<file path="src/rtl/feature_ram_ctrl.sv">
// Feature RAM / weight ROM sequencer for the ShuffleNet core.
// Loads MFSC frames into bank A, then ping-pongs banks per stage during inference.
module feature_ram_ctrl #(
    parameter int unsigned ADDR_W  = 10,
    parameter int unsigned WADDR_W = 12
) (
    input  logic               CLK,
    input  logic               RST_N,
    input  logic               mfsc_valid,
    input  logic               MFSC_Ready,
    input  logic [5:0]         next_Stage,
    input  logic [6:0]         next_Kernel_Cnt,
    input  logic               Input_Require_WP,
    input  logic               Write_Require,
    input  logic               Kernel_Require,
    input  logic               Result_Ready,
    output logic               ramA_en,
    output logic               ramA_we,
    output logic [ADDR_W-1:0]  ramA_addr,
    output logic               ramB_en,
    output logic               ramB_we,
    output logic [ADDR_W-1:0]  ramB_addr,
    output logic               ramA_wsel,
    output logic               inA_sel,
    output logic               w_en,
    output logic [WADDR_W-1:0] w_addr,
    output logic               busy,
    output logic               ovf_err
);

    typedef enum logic [1:0] {IDLE, LOAD, RUN, DONE} state_t;

    state_t              state_q, state_d;
    logic                src_bank_q, src_bank_d;
    logic [ADDR_W-1:0]   rd_ptr_q, rd_ptr_d;
    logic [ADDR_W-1:0]   wr_ptr_q, wr_ptr_d;
    logic [WADDR_W-1:0]  w_ptr_q, w_ptr_d;
    logic [5:0]          cur_stage_q, cur_stage_d;
    logic [6:0]          cur_kcnt_q, cur_kcnt_d;

    logic                ramA_en_q, ramA_en_d, ramA_we_q, ramA_we_d;
    logic [ADDR_W-1:0]   ramA_addr_q, ramA_addr_d;
    logic                ramB_en_q, ramB_en_d, ramB_we_q, ramB_we_d;
    logic [ADDR_W-1:0]   ramB_addr_q, ramB_addr_d;
    logic                ramA_wsel_q, ramA_wsel_d;
    logic                inA_sel_q, inA_sel_d;
    logic                w_en_q, w_en_d;
    logic [WADDR_W-1:0]  w_addr_q, w_addr_d;
    logic                busy_q, busy_d;
    logic                ovf_err_q, ovf_err_d;

    logic                stage_chg, kern_chg, src;
    logic [ADDR_W-1:0]   rd_base, wr_base;

    always_comb begin
        state_d     = state_q;
        src_bank_d  = src_bank_q;
        rd_ptr_d    = rd_ptr_q;
        wr_ptr_d    = wr_ptr_q;
        w_ptr_d     = w_ptr_q;
        cur_stage_d = cur_stage_q;
        cur_kcnt_d  = cur_kcnt_q;
        ramA_en_d   = 1'b0;
        ramA_we_d   = 1'b0;
        ramA_addr_d = ramA_addr_q;
        ramB_en_d   = 1'b0;
        ramB_we_d   = 1'b0;
        ramB_addr_d = ramB_addr_q;
        ramA_wsel_d = ramA_wsel_q;
        inA_sel_d   = inA_sel_q;
        w_en_d      = 1'b0;
        w_addr_d    = w_addr_q;
        ovf_err_d   = ovf_err_q;
        stage_chg   = 1'b0;
        kern_chg    = 1'b0;
        src         = src_bank_q;
        rd_base     = rd_ptr_q;
        wr_base     = wr_ptr_q;

        case (state_q)
            IDLE: begin
                if (mfsc_valid) begin
                    state_d     = LOAD;
                    ovf_err_d   = 1'b0;
                    ramA_en_d   = 1'b1;
                    ramA_we_d   = 1'b1;
                    ramA_addr_d = '0;
                    ramA_wsel_d = 1'b0;
                    inA_sel_d   = 1'b0;
                    wr_ptr_d    = ADDR_W'(1);
                end
            end
            LOAD: begin
                ramA_wsel_d = 1'b0;
                if (mfsc_valid) begin
                    ramA_en_d   = 1'b1;
                    ramA_we_d   = 1'b1;
                    ramA_addr_d = wr_ptr_q;
                    wr_ptr_d    = wr_ptr_q + ADDR_W'(1);
                    if (wr_ptr_q == '1) ovf_err_d = 1'b1;
                end
                if (MFSC_Ready) begin
                    state_d     = RUN;
                    src_bank_d  = 1'b0;
                    inA_sel_d   = 1'b0;
                    rd_ptr_d    = '0;
                    wr_ptr_d    = '0;
                    w_ptr_d     = '0;
                    cur_stage_d = next_Stage;
                    cur_kcnt_d  = next_Kernel_Cnt;
                end
            end
            RUN: begin
                if (Result_Ready) begin
                    state_d = DONE;
                end else begin
                    // Boundaries rebase the pointers before this cycle's strobes use them.
                    stage_chg   = (next_Stage != cur_stage_q);
                    kern_chg    = !stage_chg && (next_Kernel_Cnt != cur_kcnt_q);
                    src         = stage_chg ? ~src_bank_q : src_bank_q;
                    rd_base     = (stage_chg || kern_chg) ? '0 : rd_ptr_q;
                    wr_base     = stage_chg ? '0 : wr_ptr_q;
                    src_bank_d  = src;
                    rd_ptr_d    = rd_base;
                    wr_ptr_d    = wr_base;
                    cur_stage_d = next_Stage;
                    cur_kcnt_d  = next_Kernel_Cnt;
                    inA_sel_d   = src;
                    ramA_wsel_d = 1'b1;

                    if (Input_Require_WP) begin
                        if (!src) begin
                            ramA_en_d   = 1'b1;
                            ramA_addr_d = rd_base;
                        end else begin
                            ramB_en_d   = 1'b1;
                            ramB_addr_d = rd_base;
                        end
                        rd_ptr_d = rd_base + ADDR_W'(1);
                        if (rd_base == '1) ovf_err_d = 1'b1;
                    end
                    if (Write_Require) begin
                        if (src) begin
                            ramA_en_d   = 1'b1;
                            ramA_we_d   = 1'b1;
                            ramA_addr_d = wr_base;
                        end else begin
                            ramB_en_d   = 1'b1;
                            ramB_we_d   = 1'b1;
                            ramB_addr_d = wr_base;
                        end
                        wr_ptr_d = wr_base + ADDR_W'(1);
                        if (wr_base == '1) ovf_err_d = 1'b1;
                    end
                    if (Kernel_Require) begin
                        w_en_d   = 1'b1;
                        w_addr_d = w_ptr_q;
                        w_ptr_d  = w_ptr_q + WADDR_W'(1);
                        if (w_ptr_q == '1) ovf_err_d = 1'b1;
                    end
                end
            end
            DONE: begin
                if (!MFSC_Ready) state_d = IDLE;
            end
            default: state_d = IDLE;
        endcase

        busy_d = (state_d == LOAD) || (state_d == RUN);
    end

    always_ff @(posedge CLK or negedge RST_N) begin
        if (!RST_N) begin
            state_q     <= IDLE;
            src_bank_q  <= 1'b0;
            rd_ptr_q    <= '0;
            wr_ptr_q    <= '0;
            w_ptr_q     <= '0;
            cur_stage_q <= '0;
            cur_kcnt_q  <= '0;
            ramA_en_q   <= 1'b0;
            ramA_we_q   <= 1'b0;
            ramA_addr_q <= '0;
            ramB_en_q   <= 1'b0;
            ramB_we_q   <= 1'b0;
            ramB_addr_q <= '0;
            ramA_wsel_q <= 1'b0;
            inA_sel_q   <= 1'b0;
            w_en_q      <= 1'b0;
            w_addr_q    <= '0;
            busy_q      <= 1'b0;
            ovf_err_q   <= 1'b0;
        end else begin
            state_q     <= state_d;
            src_bank_q  <= src_bank_d;
            rd_ptr_q    <= rd_ptr_d;
            wr_ptr_q    <= wr_ptr_d;
            w_ptr_q     <= w_ptr_d;
            cur_stage_q <= cur_stage_d;
            cur_kcnt_q  <= cur_kcnt_d;
            ramA_en_q   <= ramA_en_d;
            ramA_we_q   <= ramA_we_d;
            ramA_addr_q <= ramA_addr_d;
            ramB_en_q   <= ramB_en_d;
            ramB_we_q   <= ramB_we_d;
            ramB_addr_q <= ramB_addr_d;
            ramA_wsel_q <= ramA_wsel_d;
            inA_sel_q   <= inA_sel_d;
            w_en_q      <= w_en_d;
            w_addr_q    <= w_addr_d;
            busy_q      <= busy_d;
            ovf_err_q   <= ovf_err_d;
        end
    end

    assign ramA_en   = ramA_en_q;
    assign ramA_we   = ramA_we_q;
    assign ramA_addr = ramA_addr_q;
    assign ramB_en   = ramB_en_q;
    assign ramB_we   = ramB_we_q;
    assign ramB_addr = ramB_addr_q;
    assign ramA_wsel = ramA_wsel_q;
    assign inA_sel   = inA_sel_q;
    assign w_en      = w_en_q;
    assign w_addr    = w_addr_q;
    assign busy      = busy_q;
    assign ovf_err   = ovf_err_q;

endmodule

</file>
<file path="config.mk">
export PLATFORM = sky130hd
export DESIGN_NAME = feature_ram_ctrl
export DESIGN_NICKNAME = d
export VERILOG_FILES = /design/src/rtl/feature_ram_ctrl.sv
export SDC_FILE = /design/constraint.sdc
export NUM_CORES = 1
export LEC_CHECK = 0
export ABC_AREA = 1
export CORE_MARGIN = 3
export CORE_UTILIZATION = 50
export CTS_BUF_LIST = sky130_fd_sc_hd__clkbuf_4
export CTS_CLUSTER_SIZE = 16
export DETAILED_ROUTE_END_ITERATION = 10
export PLACE_DENSITY = 0.72
export SYNTH_ARGS = -nofsm -noshare
export SYNTH_HDL_FRONTEND = slang
export SYNTH_SLANG_ARGS = --single-unit
</file>
<file path="constraint.sdc">
create_clock -name CLK -period 2.65 [get_ports CLK]
set_input_delay 0.795 -clock CLK [delete_from_list [all_inputs] [get_ports CLK]]
set_output_delay 0.795 -clock CLK [all_outputs]
set_load 0.01 [all_outputs]
</file>
* Word-level counts from Yosys, hierarchy flattened
Cells that the tools add are included.
** Word-level totals
- Register bits after elaboration :: 89
- Bits of input ports :: 21
- Output and inout bits :: 41
- Word-level logic and storage cells :: 139
** Operators by class
- $add $sub $neg :: 4
- Equality and inequality tests :: 18
- Mux-type cells :: 79
- Bitwise gates (word level) :: 2
- Reductions and logical operators :: 17
** Operators with widths (count)
- 10-bit two-way mux :: 21
- 10-bit one-hot mux with 3 select lines :: 2
- 12-bit two-way mux :: 3
- 1-bit two-way mux :: 34
- 10-bit by 1-bit adder with 10-bit output (second input constant) :: 3
- 10-bit equality test (second input constant) :: 3
- 12-bit one-hot mux with 2 select lines :: 1
- 10-bit one-hot mux with 2 select lines :: 1
- 4-bit AND reduction :: 4
- 7-bit two-way mux :: 2
- 7-bit one-hot mux with 2 select lines :: 1
- 12-bit by 1-bit adder with 12-bit output (second input constant) :: 1
- 12-bit equality test (second input constant) :: 1
- 6-bit two-way mux :: 2
- 2-bit inequality test (second input constant) :: 6
- 6-bit one-hot mux with 2 select lines :: 1
- 1-bit one-hot mux with 3 select lines :: 3
- 3-bit AND reduction :: 3
- 2-bit two-way mux :: 4
- 2-bit one-hot mux with 4 select lines :: 1
- 7-bit inequality test :: 1
- 2-bit equality test (second input constant) :: 3
- 6-bit inequality test :: 1
- 1-bit one-hot mux with 2 select lines :: 3
- other kinds (12) :: 15

* Logic depth before layout (Yosys ltp)
Gate-level depths: netlist of the first run.
- Depth after elaboration :: 14
- Depth in mapped cells :: 20

* Least setup slack after synthesis of the first run
No wires, ideal clock.
- Path type :: input-to-reg
- Start :: in next_Stage[3]
- End :: reg wr_ptr_q[8]
- Data arrival time :: 2485 ps
- Slack :: 44 ps
- Cell stages on the path :: 19
- Path buffers :: 1
- Cells stage by stage :: inv_1 -> nand2_1 -> nand2_1 -> nor2_2 -> nand2_2 -> nor2_4 -> buf_6 -> nand2_1 -> inv_1 -> ha_1 -> inv_1 -> nor2_1 -> nand4_1 -> nor2_1 -> nand3_1 -> nand3_1 -> nand2_1 -> nand2_1 -> o21ai_1
** Between the ends
- Longest elaborated chain between the ends :: 6
** Ends and longest elaborated chain
- start: declaration :: line 11 : input logic [5:0] next_Stage,
- 6-bit inequality test * :: line 118 : stage_chg = (next_Stage != cur_stage_q);
- 10-bit two-way mux * :: line 122 : wr_base = stage_chg ? '0 : wr_ptr_q;
- 10-bit by 1-bit adder with 10-bit output :: line 152 : wr_ptr_d = wr_base + ADDR_W'(1);
- 10-bit two-way mux * :: line 142 : if (Write_Require) begin
- 10-bit two-way mux * :: line 114 : if (Result_Ready) begin
- 10-bit one-hot mux with 3 select lines * :: line 80 : case (state_q)
- end signal: assignment :: line 197 : wr_ptr_q <= wr_ptr_d;
- end: declaration :: line 36 : logic [ADDR_W-1:0] wr_ptr_q, wr_ptr_d;
Mark *: on every way between the ends. The rest lies on a longest branch, timed or not. The select of a mux whose other input is x is not followed.
A chain may end at the register's enable or synchronous reset.

* Worst setup path after layout of the first run
- Start :: in next_Stage[3]
- End :: reg ramA_addr_q[2] (netlist: ramA_addr[2])
** Between the ends
- Longest elaborated chain between the ends :: 11
** Ends and longest elaborated chain
- 6-bit inequality test * :: line 118
- 1-bit logical NOT :: line 119 : kern_chg = !stage_chg && (next_Kernel_Cnt != cur_kcnt_q);
- 1-bit logical AND :: line 119
- 1-bit logical OR :: line 121 : rd_base = (stage_chg || kern_chg) ? '0 : rd_ptr_q;
- 10-bit two-way mux :: line 121
- 10-bit two-way mux :: line 132 : if (!src) begin
- 10-bit two-way mux :: line 131 : if (Input_Require_WP) begin
- 10-bit two-way mux :: line 143 : if (src) begin
- 10-bit two-way mux * :: line 142
- 10-bit two-way mux * :: line 114
- 10-bit one-hot mux with 3 select lines * :: line 80
- end signal: assignment :: line 203 : ramA_addr_q <= ramA_addr_d;
- end: declaration :: line 42 : logic [ADDR_W-1:0] ramA_addr_q, ramA_addr_d;
Marked as above.

==> reports/results.tsv, run 1 <==
stage	metric	value	unit
outcome	status	finished clean	
place	dp_hpwl	11.36	mm
finish	final_area	6847	sq um
clocking	clkTransAtPathRegs	0.15	ns
power	p_sw_share	42.51	%
synth	ys_seq_elements	89	
route	vias	5383	
die	placementRows	36	
route	via_per_inst	5.324	
job	drv_cap	0	
synth	synth_warnings	0	
clocking	cts_tree	yes	
worst_setup_path	path_delay_family	simple AND/OR/NAND/NOR gates	
worst_setup_path	crit_chain	clkdlybuf4s50_1 > inv_1 > nand2_1 > nand2_1 > nor2_4 > nand2_2 > nor2_4 > buf_8 > buf_4 > nand2_2 > nand2_4 > nand2_4 > o21ai_0 > nor2_1 > o21ai_0 > nand2_1 > nand2_1	
timing	setup_slack	0.08421	ns
synth	netlist_instances	743	
global_routing	antenna_found_initial	0	
clocking	cts_buffers	9	
route	first_pass_iters	5	
route	remaining_drc_errors	0	
worst_setup_path	cp.arrival	2.97	ns
route	dr.first_iter.drc_count	305	
place	dp.cells	985	
worst_setup_path	required	3.05	ns
finish	diodes	0	
worst_setup_path	crit_fanout	16	
route	wl	15.07	mm
die	die_h	108.9	microns
synth	syn_nets	773	
global_routing	grt_pass1_wl	25.08	mm
finish	syn2layout_area_growth	29.36	%
global_routing	grt_pass1_vias	5305	
synth	yosysSeqAreaShare	42.08	%
worst_setup_path	crit_top_cell	nand2_1	
synth	ys_types	38	
synth	yosysTopAreaCell	dfrtp_1	
synth	synth-edff-count	0	
worst_setup_path	path_buf_inv	4	
finish	nets	903	
worst_setup_path	timing.setup.critical_path_class	input pin to flip-flop	
timing	fin_worst_skew	0.01507	ns
power	vdd_ir_drop_max	446.2	uV
die	initial_utilization	52.69	%
timing	maxSlewViolCount	0	
timing	slew-limit-headroom	57.16	%
die	core	10040	sq um
power	p_clk_share	15.4	%
clocking	postCtsHoldBufs	0	
die	die_x	108.9	microns
finish	mostFrequentLayoutCell	nand2_1	
worst_setup_path	worstSetupEndpointType	flip-flop	
power	switchingPower	2.226	mW
worst_setup_path	slowest_stage	clkdlybuf4s50_1	
place	post_dp_cell_area	6490	sq um
synth	synthTopCellsByArea	dfrtp_1 (42%), nand2_1 (16%), inv_1 (7.4%), o21ai_0 (7.0%), nand3_1 (4.4%)	
timing	hold_viol	0	
timing	min_period	2.566	ns
power	power_frac_seq	36.6	%
timing	period_share	96.82	%
die	ios	62	
global_routing	grt_start_max_net_pins	42	
finish	final_cell_mix	nand2_1 (223), inv_1 (96), dfrtp_1 (89), buf_4 (74), o21ai_0 (73)	
synth	syn_avg_cell_area	7.123	sq um
synth	yosys_most_used_dff	dfrtp_1	
place	portBuffers	61	
finish	final_cells	1011	
route	antenna_left	0	
timing	setup_viol	0	
power	share_comb_of_total_power	48.0	%
clocking	clockBufferDepth	2	
power	p_int	3.010	mW
worst_setup_path	worst_path_largest_cell_delay	0.48	ns
timing	finalSetupTns	0	ns
timing	rsz0062_at_grt	yes	
route	wl_per_cell	14.91	microns
clocking	clkLatencyLatePin	0.46	ns
place	pre_cts_slack	-0.5421	ns
synth	synthDominantCellAreaShare	42.08	%
clocking	h-tree-depth	3	
die	die_area	11860	sq um
finish	fill_cells	859	
worst_setup_path	start_kind	input pin	
global_routing	grt_usage	26.54	%
power	total_power	5.236	mW
power	power.density	764.7	nW/um^2
min_path	hp-class	input pin to async pin	
global_routing	grt_overflow	0	
timing	tightest_slew	0.6418	ns
power	p_leak	3.356	nW
synth	netlist_area	5293	sq um
clocking	cts-root-buf	clkbuf_4	
finish	drive_gt1_share	16.51	%
synth	async_flop_share	100.0	%
clocking	cts_sinks	89	
place	place_congestion	0.9390	
timing	max_freq	0.3897	GHz
[worst register-to-register path, delay by kind of cell (launching register included)]
| kind | cells | cell delay, ns |
|---|---|---|
| AO/OA/AOI/OAI | 1 | 0.26 |
| flip-flops | 1 | 0.50 |
| AND/OR/NAND/NOR | 3 | 0.54 |
| adder cells (fa/ha/maj) | 1 | 0.28 |
| buffers and inverters | 4 | 0.64 |
[cells by family after synthesis]
family                   count (synthesis)  synth area share, %
flip-flops                              89                42.08
AND/OR/NAND/NOR                        376                30.90
XOR/XNOR                                10                1.655
AO/OA/AOI/OAI                          134                13.97
adder cells (fa/ha/maj)                  9                2.128
buffers and inverters                  125                9.267
[Yosys cell counts (all sizes together) (9+ instances only)]
cell      n
nor3     12
dfrtp    89
nor2     64
a21oi    24
o21ai    81
o22ai    11
nand3    48
nand2   234
inv     106
clkbuf   12
nand4    14
ha        9
[per-layer routing]
metal | GRT usage, % | wire length, microns | vias to the layer above | part of all wire (%)
met1 | 35.10 | 6584 | 2503 | 44
met3 | 4.144 | 815 | 37 | 5.4
met2 | 44.43 | 7348 | 182 | 49
li1 | - | - | 2661 | -
met4 | 8.837 | 321 | 0 | 2.1
met5 | 0 | 0 | - | 0
[power by group through the flow]
stage,clock (mW),combinational (mW),sequential [mW]
floorplan,0,1.34,1.97
global placement,0,2.38,1.92
detailed placement,0,2.44,1.94
CTS,0.825,2.44,1.91
global route,0.890,2.80,1.96
finish,0.807,2.51,1.91
[flip-flops by register name, indices dropped and copies added (netlist names), 2 cells and up]
register,cells
w_ptr_q,12
ramB_addr,10
ramA_addr,10
state_q,2
rd_ptr_q,10
cur_kcnt_q,7
wr_ptr_q,10
cur_stage_q,6
w_addr,12
[timing repair]
item,4_1_cts,5_1_grt
setup buffers,0,10
hold endpoints to repair,0,0
setup endpoints to repair,4,32
resized for setup,3,44
pin swaps,0,13
[layout make-up]
cell class	instances	area, sq um	area share, %
Timing Repair Buffer	138	1221	17.84
Clock inverter	7	78.83	1.151
Multi-Input combinational cell	529	2688	39.25
Clock buffer	9	67.56	0.9868
Tap cell	133	166.4	2.431
Sequential cell	89	2227	32.53
Inverter	106	397.9	5.811
[final timing paths]
path | from | to | depth (start not counted) | slack (ns)
min in group CLK | w_addr[6] | w_addr[6] | 2 | 0.51
max in group asynchronous | RST_N | rd_ptr_q[9] | 2 | 1.70
max | next_Stage[3] | ramA_addr[2] | 17 | 0.08
min | RST_N | ramA_addr[0] | 1 | 0.31
max reg2reg | state_q[0] | w_ptr_q[8] | 9 | 0.33
min reg2reg | w_addr[6] | w_addr[6] | 2 | 0.51
[per-stage QoR]
stage | hold WS (ns) | utilization (%)
2_1_floorplan | 0.4496 | -
3_3_place_gp | 0.4683 | 64.61
3_5_place_dp | 0.4763 | 64.61
4_1_cts | 0.3155 | 66.13
5_1_grt | 0.3254 | 68.16
6_report | 0.3142 | 68.16
Power figures use the tool's default switching activity.
==> inputs of run 2 (changes only) <==
--- a/config.mk
+++ b/config.mk
@@ -5,7 +5,7 @@
 export SDC_FILE = /design/constraint.sdc
 export NUM_CORES = 1
 export LEC_CHECK = 0
-export ABC_AREA = 1
+export ABC_AREA = 0
 export CORE_MARGIN = 3
 export CORE_UTILIZATION = 50
 export CTS_BUF_LIST = sky130_fd_sc_hd__clkbuf_4
==> reports/results.tsv, run 2 <==
stage	metric	value	unit	change
finish	final_cell_mix	nand2_1 (99), dfrtp_1 (89), buf_4 (74), clkdlybuf4s50_1 (47), inv_1 (36)		was nand2_1 (223), inv_1 (96), dfrtp_1 (89), buf_4 (74), o21ai_0 (73)
synth	synth_warnings	0		unchanged
global_routing	grt_pass1_wl	24.35	mm	was 25.08 mm
worst_setup_path	critPathLaunch	next_Stage[1]		was next_Stage[3]
timing	tightest_slew	0.6552	ns	was 0.6418 ns
finish	final_core_util	67.57	%	was 68.16%
worst_setup_path	rrSetupSlack	0.20	ns	was 0.33 ns
worst_setup_path	worstSetupEndpointType	flip-flop		unchanged
finish	mostFrequentLayoutCell	nand2_1		unchanged
die	core	9955	sq um	was 10040 sq um
finish	nets	742		was 903
global_routing	grt_start_max_net_pins	39		was 42
route	first_pass_iters	5		unchanged
synth	synth_commonest_cells	nand2_1 (103), dfrtp_1 (89), inv_1 (38)		was nand2_1 (229), inv_1 (104), dfrtp_1 (89)
place	portBuffers	61		unchanged
outcome	status	finished clean		unchanged
route	via_per_inst	5.902		was 5.324
worst_setup_path	timing.setup.critical_path_class	input pin to flip-flop		unchanged
synth	synth-edff-count	0		unchanged
die	die_h	108.0	microns	was 108.9 microns
synth	ys_types	62		was 38
synth	netlist_area	5199	sq um	was 5293 sq um
worst_setup_path	rr_worst_depth	12		was 9
route	wl	14.75	mm	was 15.07 mm
clocking	clkLatencyLatePin	0.46	ns	about the same
worst_setup_path	crit_fanout	4		was 16
route	antenna_left	0		unchanged
power	vdd_ir_drop_max	426.4	uV	was 446.2 uV
route	vias	5017		was 5383
die	die_area	11660	sq um	was 11860 sq um
die	initial_utilization	52.22	%	was 52.69%
timing	min_period	2.544	ns	was 2.566 ns
timing	period_share	96.02	%	was 96.82%
timing	rsz0062_at_grt	no		was yes
finish	syn2layout_area_growth	29.39	%	was 29.36%
timing	max_freq	0.3930	GHz	was 0.3897 GHz
clocking	cts_tree	yes		unchanged
worst_setup_path	crit_path_end	ovf_err		was ramA_addr[2]
clocking	cts_sinks	89		unchanged
finish	fill_cells	826		was 859
clocking	h-tree-depth	3		unchanged
timing	setup_slack	0.1056	ns	was 0.08421 ns
global_routing	grt_pass1_vias	4916		was 5305
synth	synth.most_common_cell	nand2_1		unchanged
worst_setup_path	required	3.04	ns	was 3.05 ns
job	drv_cap	0		unchanged
synth	syn_avg_cell_area	8.767	sq um	was 7.123 sq um
die	ios	62		unchanged
timing	hold_viol	0		unchanged
worst_setup_path	start_kind	input pin		unchanged
global_routing	grt_overflow	0		unchanged
timing	maxSlewViolCount	0		unchanged
power	total_power	5.261	mW	was 5.236 mW
route	wl_per_cell	17.36	microns	was 14.91 microns
clocking	clockBufferDepth	2		unchanged
clocking	clkTransAtPathRegs	0.16	ns	was 0.15 ns
worst_setup_path	rr_startpoint	cur_stage_q[2]		was state_q[0]
synth	netlist_instances	593		was 743
global_routing	antenna_found_initial	0		unchanged
route	remaining_drc_errors	0		unchanged
synth	yosysTopAreaCell	dfrtp_1		unchanged
synth	yosys_most_used_dff	dfrtp_1		unchanged
clocking	cts-root-buf	clkbuf_4		unchanged
timing	slew-limit-headroom	56.16	%	was 57.16%
min_path	hp-class	input pin to async pin		unchanged
power	p_leak	2.956	nW	was 3.356 nW
route	dr.first_iter.drc_count	362		was 305
synth	synthTopCellsByArea	dfrtp_1 (43%), nand2_1 (7.4%), nand3_1 (3.5%), a31oi_1 (2.9%), inv_1 (2.7%)		was dfrtp_1 (42%), nand2_1 (16%), inv_1 (7.4%), o21ai_0 (7.0%), nand3_1 (4.4%)
die	die_x	108.0	microns	was 108.9 microns
timing	fin_worst_skew	0.02815	ns	was 0.01507 ns
worst_setup_path	cp.arrival	2.93	ns	was 2.97 ns
synth	yosysSeqAreaShare	42.84	%	was 42.08%
global_routing	grt_usage	26.26	%	was 26.54%
synth	syn_nets	623		was 773
place	dp_hpwl	11.12	mm	was 11.36 mm
clocking	cts_buffers	9		unchanged
synth	async_flop_share	100.0	%	unchanged
synth	ys_seq_elements	89		unchanged
place	pre_cts_slack	-0.6855	ns	was -0.5421 ns
synth	synthDominantCellAreaShare	42.84	%	was 42.08%
clocking	postCtsHoldBufs	0		unchanged
power	power.density	782.1	nW/um^2	was 764.7 nW/um^2
place	place_congestion	0.9634		was 0.9390
timing	setup_viol	0		unchanged
finish	diodes	0		unchanged
finish	drive_gt1_share	19.67	%	was 16.51%
worst_setup_path	r2r_end	ovf_err		was w_ptr_q[8]
die	placementRows	36		unchanged
[run 2: kinds of logic (layout without fill, tap and decap cells)]
group                      after synthesis  after routing  synth area share, %
and+or+nand+nor                        231            231                21.47
buffers and inverters                   70            194                5.391
muxes                                   14             14                2.984
xor gates and xnor gates                29             29                5.752
DFF                                     89             89                42.84
adders and majority gates                9              9                2.166
AOI/OAI and AO/OA                      151            151                19.40
[run 2: what timing repair did]
action	CTS	global route
setup buffers	0	3
setup endpoints to repair	3	6
resized for setup	7	17
pin swaps	3	12
[run 2: metrics by stage]
step           cells  hold WS [ns]  TNS [ns]  cell area, sq um
6_report         850        0.2839         0              6726
5_1_grt          850        0.3003         0              6726
4_1_cts          847        0.3004         0              6661
3_5_place_dp     831        0.4844    -11.09              6529
3_3_place_gp     831        0.4791    -9.094              6529
2_1_floorplan    593        0.4668   -0.2361              5269
[run 2: worst min path at each step]
| stage | from | endpoint | slack (ns) | depth (start not counted) |
|---|---|---|---|---|
| floorplan | cur_kcnt_q[0] | cur_kcnt_q[0] | 0.47 | 2 |
| global placement | cur_kcnt_q[2] | cur_kcnt_q[2] | 0.48 | 2 |
| detailed placement | cur_kcnt_q[4] | cur_kcnt_q[4] | 0.48 | 2 |
| CTS | RST_N | wr_ptr_q[6] | 0.30 | 1 |
| global route | RST_N | wr_ptr_q[4] | 0.30 | 1 |
| finish | RST_N | wr_ptr_q[7] | 0.28 | 1 |
[run 2: where the power goes]
| group | internal, mW | switching (mW) |
|---|---|---|
| sequential | 1.62 | 0.225 |
| combinational | 1.22 | 1.43 |
| clock | 0.220 | 0.546 |
| total | 3.06 | 2.20 |
[run 2: metal layers]
metal  global-route usage (%)  share of wire, %
met2                    42.76                47
met1                    36.40                44
met5                        0                 0
met4                    8.386               2.5
met3                    3.761               6.1
[run 2: area by class of cell]
class	instances	area [sq um]	share of cell area (%)
flip-flops and latches	89	2227	33.11
clock buffers	9	67.56	1.004
inverters	39	146.4	2.176
clock inverters	7	66.31	0.9859
repair buffers	139	1264	18.79
well taps	133	166.4	2.474
multi-input cells	434	2789	41.46
[run 2: worst max-delay path: stages]
cell,delay [ns]
dlygate4sd2_1,0.29
xnor2_4,0.19
nand2_2,0.11
nor4_4,0.26
buf_4,0.18
nand2_4,0.05
inv_2,0.06
ha_4,0.13
nand4_1,0.15
nor4_4,0.29
nand4_1,0.22
a31oi_1,0.20
==> inputs of run 3 (changes only) <==
--- a/config.mk
+++ b/config.mk
@@ -11,7 +11,8 @@
 export CTS_BUF_LIST = sky130_fd_sc_hd__clkbuf_4
 export CTS_CLUSTER_SIZE = 16
 export DETAILED_ROUTE_END_ITERATION = 10
-export PLACE_DENSITY = 0.72
+export PLACE_DENSITY = 0.76
+export SLEW_MARGIN = 40
 export SYNTH_ARGS = -nofsm -noshare
 export SYNTH_HDL_FRONTEND = slang
 export SYNTH_SLANG_ARGS = --single-unit
==> reports/results.tsv, run 3 (same netlist as run 2, synthesis figures left out) <==
stage	metric	value	unit	change
job	drv_cap	0		unchanged
clocking	cts_tree	yes		unchanged
finish	multi_input_area	2795	sq um	was 2789 sq um
finish	seqCellArea	2227	sq um	unchanged
timing	whs	0.3000	ns	was 0.2839 ns
timing	setup_slack	0.09778	ns	was 0.1056 ns
global_routing	grt_usage	26.50	%	was 26.26%
worst_setup_path	critPathLaunch	next_Stage[3]		was next_Stage[1]
route	wl	14.70	mm	was 14.75 mm
timing	min_period	2.552	ns	was 2.544 ns
power	p_int	3.147	mW	was 3.057 mW
global_routing	grt_pass1_vias	4998		was 4916
worst_setup_path	rr_startpoint	cur_kcnt_q[4]		was cur_stage_q[2]
finish	nets	735		was 742
place	portBuffers	61		unchanged
die	placementRows	36		unchanged
power	vdd_ir_drop_max	434.8	uV	was 426.4 uV
place	place_congestion	0.9538		was 0.9634
power	p_leak	2.912	nW	was 2.956 nW
finish	syn2layout_area_growth	28.18	%	was 29.39%
die	die_area	11660	sq um	unchanged
die	initial_utilization	52.22	%	unchanged
clocking	clockBufferDepth	2		unchanged
timing	slew-limit-headroom	55.06	%	was 56.16%
outcome	status	finished clean		unchanged
route	dr.first_iter.drc_count	403		was 362
timing	maxSlewViolCount	0		unchanged
place	dp_hpwl	11.00	mm	was 11.12 mm
worst_setup_path	rr_worst_depth	11		was 12
global_routing	grt_overflow	0		unchanged
finish	mostFrequentLayoutCell	nand2_1		unchanged
clocking	cts-root-buf	clkbuf_4		unchanged
finish	diodes	0		unchanged
route	first_pass_iters	5		unchanged
place	pre_cts_slack	-0.6345	ns	was -0.6855 ns
clocking	postCtsHoldBufs	0		unchanged
finish	final_cell_mix	nand2_1 (99), dfrtp_1 (89), buf_4 (69), clkdlybuf4s50_1 (47), inv_1 (36)		was nand2_1 (99), dfrtp_1 (89), buf_4 (74), clkdlybuf4s50_1 (47), inv_1 (36)
die	die_x	108.0	microns	unchanged
worst_setup_path	path_buf_inv	3		unchanged
worst_setup_path	worstSetupEndpointType	flip-flop		unchanged
clocking	clkLatencyLatePin	0.46	ns	about the same
die	core	9955	sq um	unchanged
worst_setup_path	cp_num_cells	12		unchanged
worst_setup_path	required	3.04	ns	about the same
route	vias	5045		was 5017
global_routing	grt_start_max_net_pins	39		unchanged
route	antenna_left	0		unchanged
clocking	h-tree-depth	3		unchanged
power	switchingPower	2.097	mW	was 2.204 mW
die	ios	62		unchanged
worst_setup_path	slowest_stage	dlygate4sd2_1		unchanged
finish	final_core_util	66.94	%	was 67.57%
timing	hold_viol	0		unchanged
timing	tightest_slew	0.6717	ns	was 0.6552 ns
worst_setup_path	path_delay_family	simple AND/OR/NAND/NOR gates		unchanged
clocking	cts_buffers	9		unchanged
die	die_h	108.0	microns	unchanged
timing	max_freq	0.3918	GHz	was 0.3930 GHz
worst_setup_path	cp.arrival	2.94	ns	was 2.93 ns
worst_setup_path	crit_fanout	4		unchanged
worst_setup_path	rrSetupSlack	0.18	ns	was 0.20 ns
global_routing	antenna_found_initial	0		unchanged
clocking	clkTransAtPathRegs	0.14	ns	was 0.16 ns
worst_setup_path	r2r_end	ovf_err		unchanged
route	remaining_drc_errors	0		unchanged
finish	fill_cells	802		was 826
power	share_comb_of_total_power	48.2	%	was 50.4%
timing	fin_worst_skew	0.02602	ns	was 0.02815 ns
worst_setup_path	timing.setup.critical_path_class	input pin to flip-flop		unchanged
worst_setup_path	start_kind	input pin		unchanged
timing	finalSetupTns	0	ns	unchanged
finish	drive_gt1_share	19.18	%	was 19.67%
timing	period_share	96.31	%	was 96.02%
power	p_sw_share	39.98	%	was 41.89%
route	wl_per_cell	17.46	microns	was 17.36 microns
clocking	cts_sinks	89		unchanged
worst_setup_path	worst_path_largest_cell_delay	0.30	ns	was 0.29 ns
power	p_clk_share	16.4	%	was 14.6%
worst_setup_path	crit_chain	dlygate4sd2_1 > xnor2_4 > nand2_2 > nor4_4 > buf_4 > nand2_4 > inv_2 > ha_4 > nand4_1 > nor4_4 > nand4_1 > a31oi_1		unchanged
power	power_frac_seq	35.4	%	was 35.0%
worst_setup_path	crit_path_end	ovf_err		unchanged
route	via_per_inst	5.992		was 5.902
timing	setup_viol	0		unchanged
global_routing	grt_pass1_wl	24.54	mm	was 24.35 mm
min_path	hp-class	input pin to async pin		unchanged
power	power.density	786.9	nW/um^2	was 782.1 nW/um^2
power	total_power	5.244	mW	was 5.261 mW
run 3: power by group through the flow:
| stage | sequential, mW | clock (mW) | combinational [mW] |
|---|---|---|---|
| 2_1_floorplan | 1.88 | 0 | 1.47 |
| 3_3_place_gp | 1.86 | 0 | 2.41 |
| 3_5_place_dp | 1.87 | 0 | 2.47 |
| 4_1_cts | 1.85 | 0.876 | 2.48 |
| 5_1_grt | 1.89 | 0.922 | 2.78 |
| 6_report | 1.85 | 0.862 | 2.53 |
run 3: layout make-up:
| class | count | area share [%] |
|---|---|---|
| clock inverters | 5 | 1.202 |
| inverters | 39 | 2.197 |
| multi-input cells | 434 | 41.95 |
| clock buffers | 10 | 1.127 |
| flip-flops and latches | 89 | 33.42 |
| well taps | 133 | 2.497 |
| repair buffers | 132 | 17.61 |
run 3: layer usage:
metal | up-vias | routed length [microns] | track usage [%]
met3 | 45 | 1088 | 3.940
li1 | 2349 | - | -
met4 | 0 | 461 | 11.54
met2 | 240 | 6948 | 42.90
met1 | 2411 | 6199 | 35.52
met5 | - | 0 | 0
run 3: per-stage QoR:
stage	area (sq um)	cells
2_1_floorplan	5269	593
3_3_place_gp	6459	825
3_5_place_dp	6459	825
4_1_cts	6621	841
5_1_grt	6664	842
6_report	6664	842
run 3: worst min-delay path by stage:
stage / slack [ns] / endpoint
2_1_floorplan: 0.47 / cur_kcnt_q[0]
3_3_place_gp: 0.47 / w_addr[1]
3_5_place_dp: 0.49 / cur_kcnt_q[6]
4_1_cts: 0.30 / ramB_addr[3]
5_1_grt: 0.31 / ramB_addr[3]
6_report: 0.30 / wr_ptr_q[7]
run 3: worst register-to-register path, stage by stage (launching register included):
cell and delay (ns):
dfrtp_1 0.43, xnor2_1 0.18, nand4_1 0.21, nor4_4 0.29
buf_4 0.18, nand2_4 0.05, inv_2 0.07, ha_4 0.12
nand4_1 0.16, nor4_4 0.30, nand4_1 0.20, a31oi_1 0.20
run 3: timing repair:
action                     4_1_cts  5_1_grt
pin swaps                        7       18
setup buffers                    1        1
cloned                           0        0
resized for setup                9       21
setup endpoints to repair        3        7
==> variant: new RTL, config.mk and constraints of run 3 <==
Reset style: synchronous (`RST_N`), changed in one clocked block.
--- a/src/rtl/feature_ram_ctrl.sv
+++ b/src/rtl/feature_ram_ctrl.sv
@@ -169,7 +169,7 @@
         busy_d = (state_d == LOAD) || (state_d == RUN);
     end
 
-    always_ff @(posedge CLK or negedge RST_N) begin
+    always_ff @(posedge CLK) begin
         if (!RST_N) begin
             state_q     <= IDLE;
             src_bank_q  <= 1'b0;
Formal check against the unedited RTL: differs if RST_N is asserted again (counterexample within 4 cycles, from zero or initial values and one cycle with RST_N low); with RST_N held inactive, the same outputs for 4 cycles.
==> variant against run 3 <==
- clock skew shrank 1.3 ps
- sequential cell count is the same
- synthesized area fell by 4.5%
- sequential share of layout area shrank 6.3 points
- synthesized cell count rose by 7.9%
- final area is 1.3% lower
- routed wire length increased by 9.3%
- cell count is 6.2% higher
- worst setup slack got worse by 29 ps
- critical path type unchanged
- highest routed layer unchanged
Power is not compared: it rests on default switching activity, and its combinational part moved more than twofold at a synthesized area within 25%.
==> variant: results <==
[critical_path]
cp_slowest_cell = "o41ai_1"
cp_max_fo = 3
rrSetupSlack_ps = 110
arrival_ps = 2950
slowest_delay_ps = 320
crit_start = "next_Stage[5]"
r2r_cells = 12

[timing]
tightest_slew_ps = 559
whs_ps = 465
fmax_mhz = 387
skew_ps = 24.7

[min_path]
min_path_type = "flip-flop to flip-flop"
hold_start = "w_addr[6]"

[routing]
first_pass_iters = 6
met1Wirelength_um = 6540
wl_met2_um = 7770
vias = 5476
via_per_inst = 6.13

[synthesis]
synth_cell_types = 65
synth_top_flop_cell = "dfxtp_1"
ys_async_sr_fraction_pct = 0
ys_seq_area_share_pct = 35.9
synth_top_cells_by_count = "nand2_1, dfxtp_1, a21oi_1"
syn_avg_cell_area_um2 = 7.76
syn-num-nets = 670

[run_status]
outcome = "finished clean"

[clock_network]
post_cts_buffers = 7
path_clk_slew_ps = 160
cts_resized = 21

[grt]
use_met3_pct = 4.41
met2_usage_pct = 48.8
met1_usage_pct = 36.6
grt_max_degree = 30
grt_pass1_wl_um = 26200
grtUsageTotal_pct = 28.6

[final_layout]
multiInputGateArea_um2 = 3110
layout-drive-gt1-share_pct = 21.3
fill_cells = 796

[place]
dpl_cell_area_um2 = 6220
gp_congestion = 0.952
[variant: cell count changes in the layout (fill, tap and decap cells not counted), sizes merged, moves of 16 or more]
cell,run 3,this run
a21oi,22,63
nor2,29,50
dfrtp,89,0
buf,72,92
and2,4,21
o211ai,16,0
dfxtp,0,89
inv,39,10
[variant: cell type report]
class / instances / area share [%]
Multi-Input combinational cell: 498 / 47.3
Sequential cell: 89 / 27.1
Timing Repair Buffer: 153 / 19.7
Tap cell: 129 / 2.45
Clock inverter: 7 / 1.88
Clock buffer: 9 / 1.03
Inverter: 9 / 0.514
[variant: logic make-up (layout without fill, tap and decap cells)]
group	after synthesis	count (layout)	synth area share [%]
simple gates	277	277	27.5
fa+ha+maj	9	9	2.27
xor+xnor	26	26	4.59
buf+inv	53	178	4.59
compound gates	182	182	24.4
mux	4	4	0.807
flops	89	89	35.9
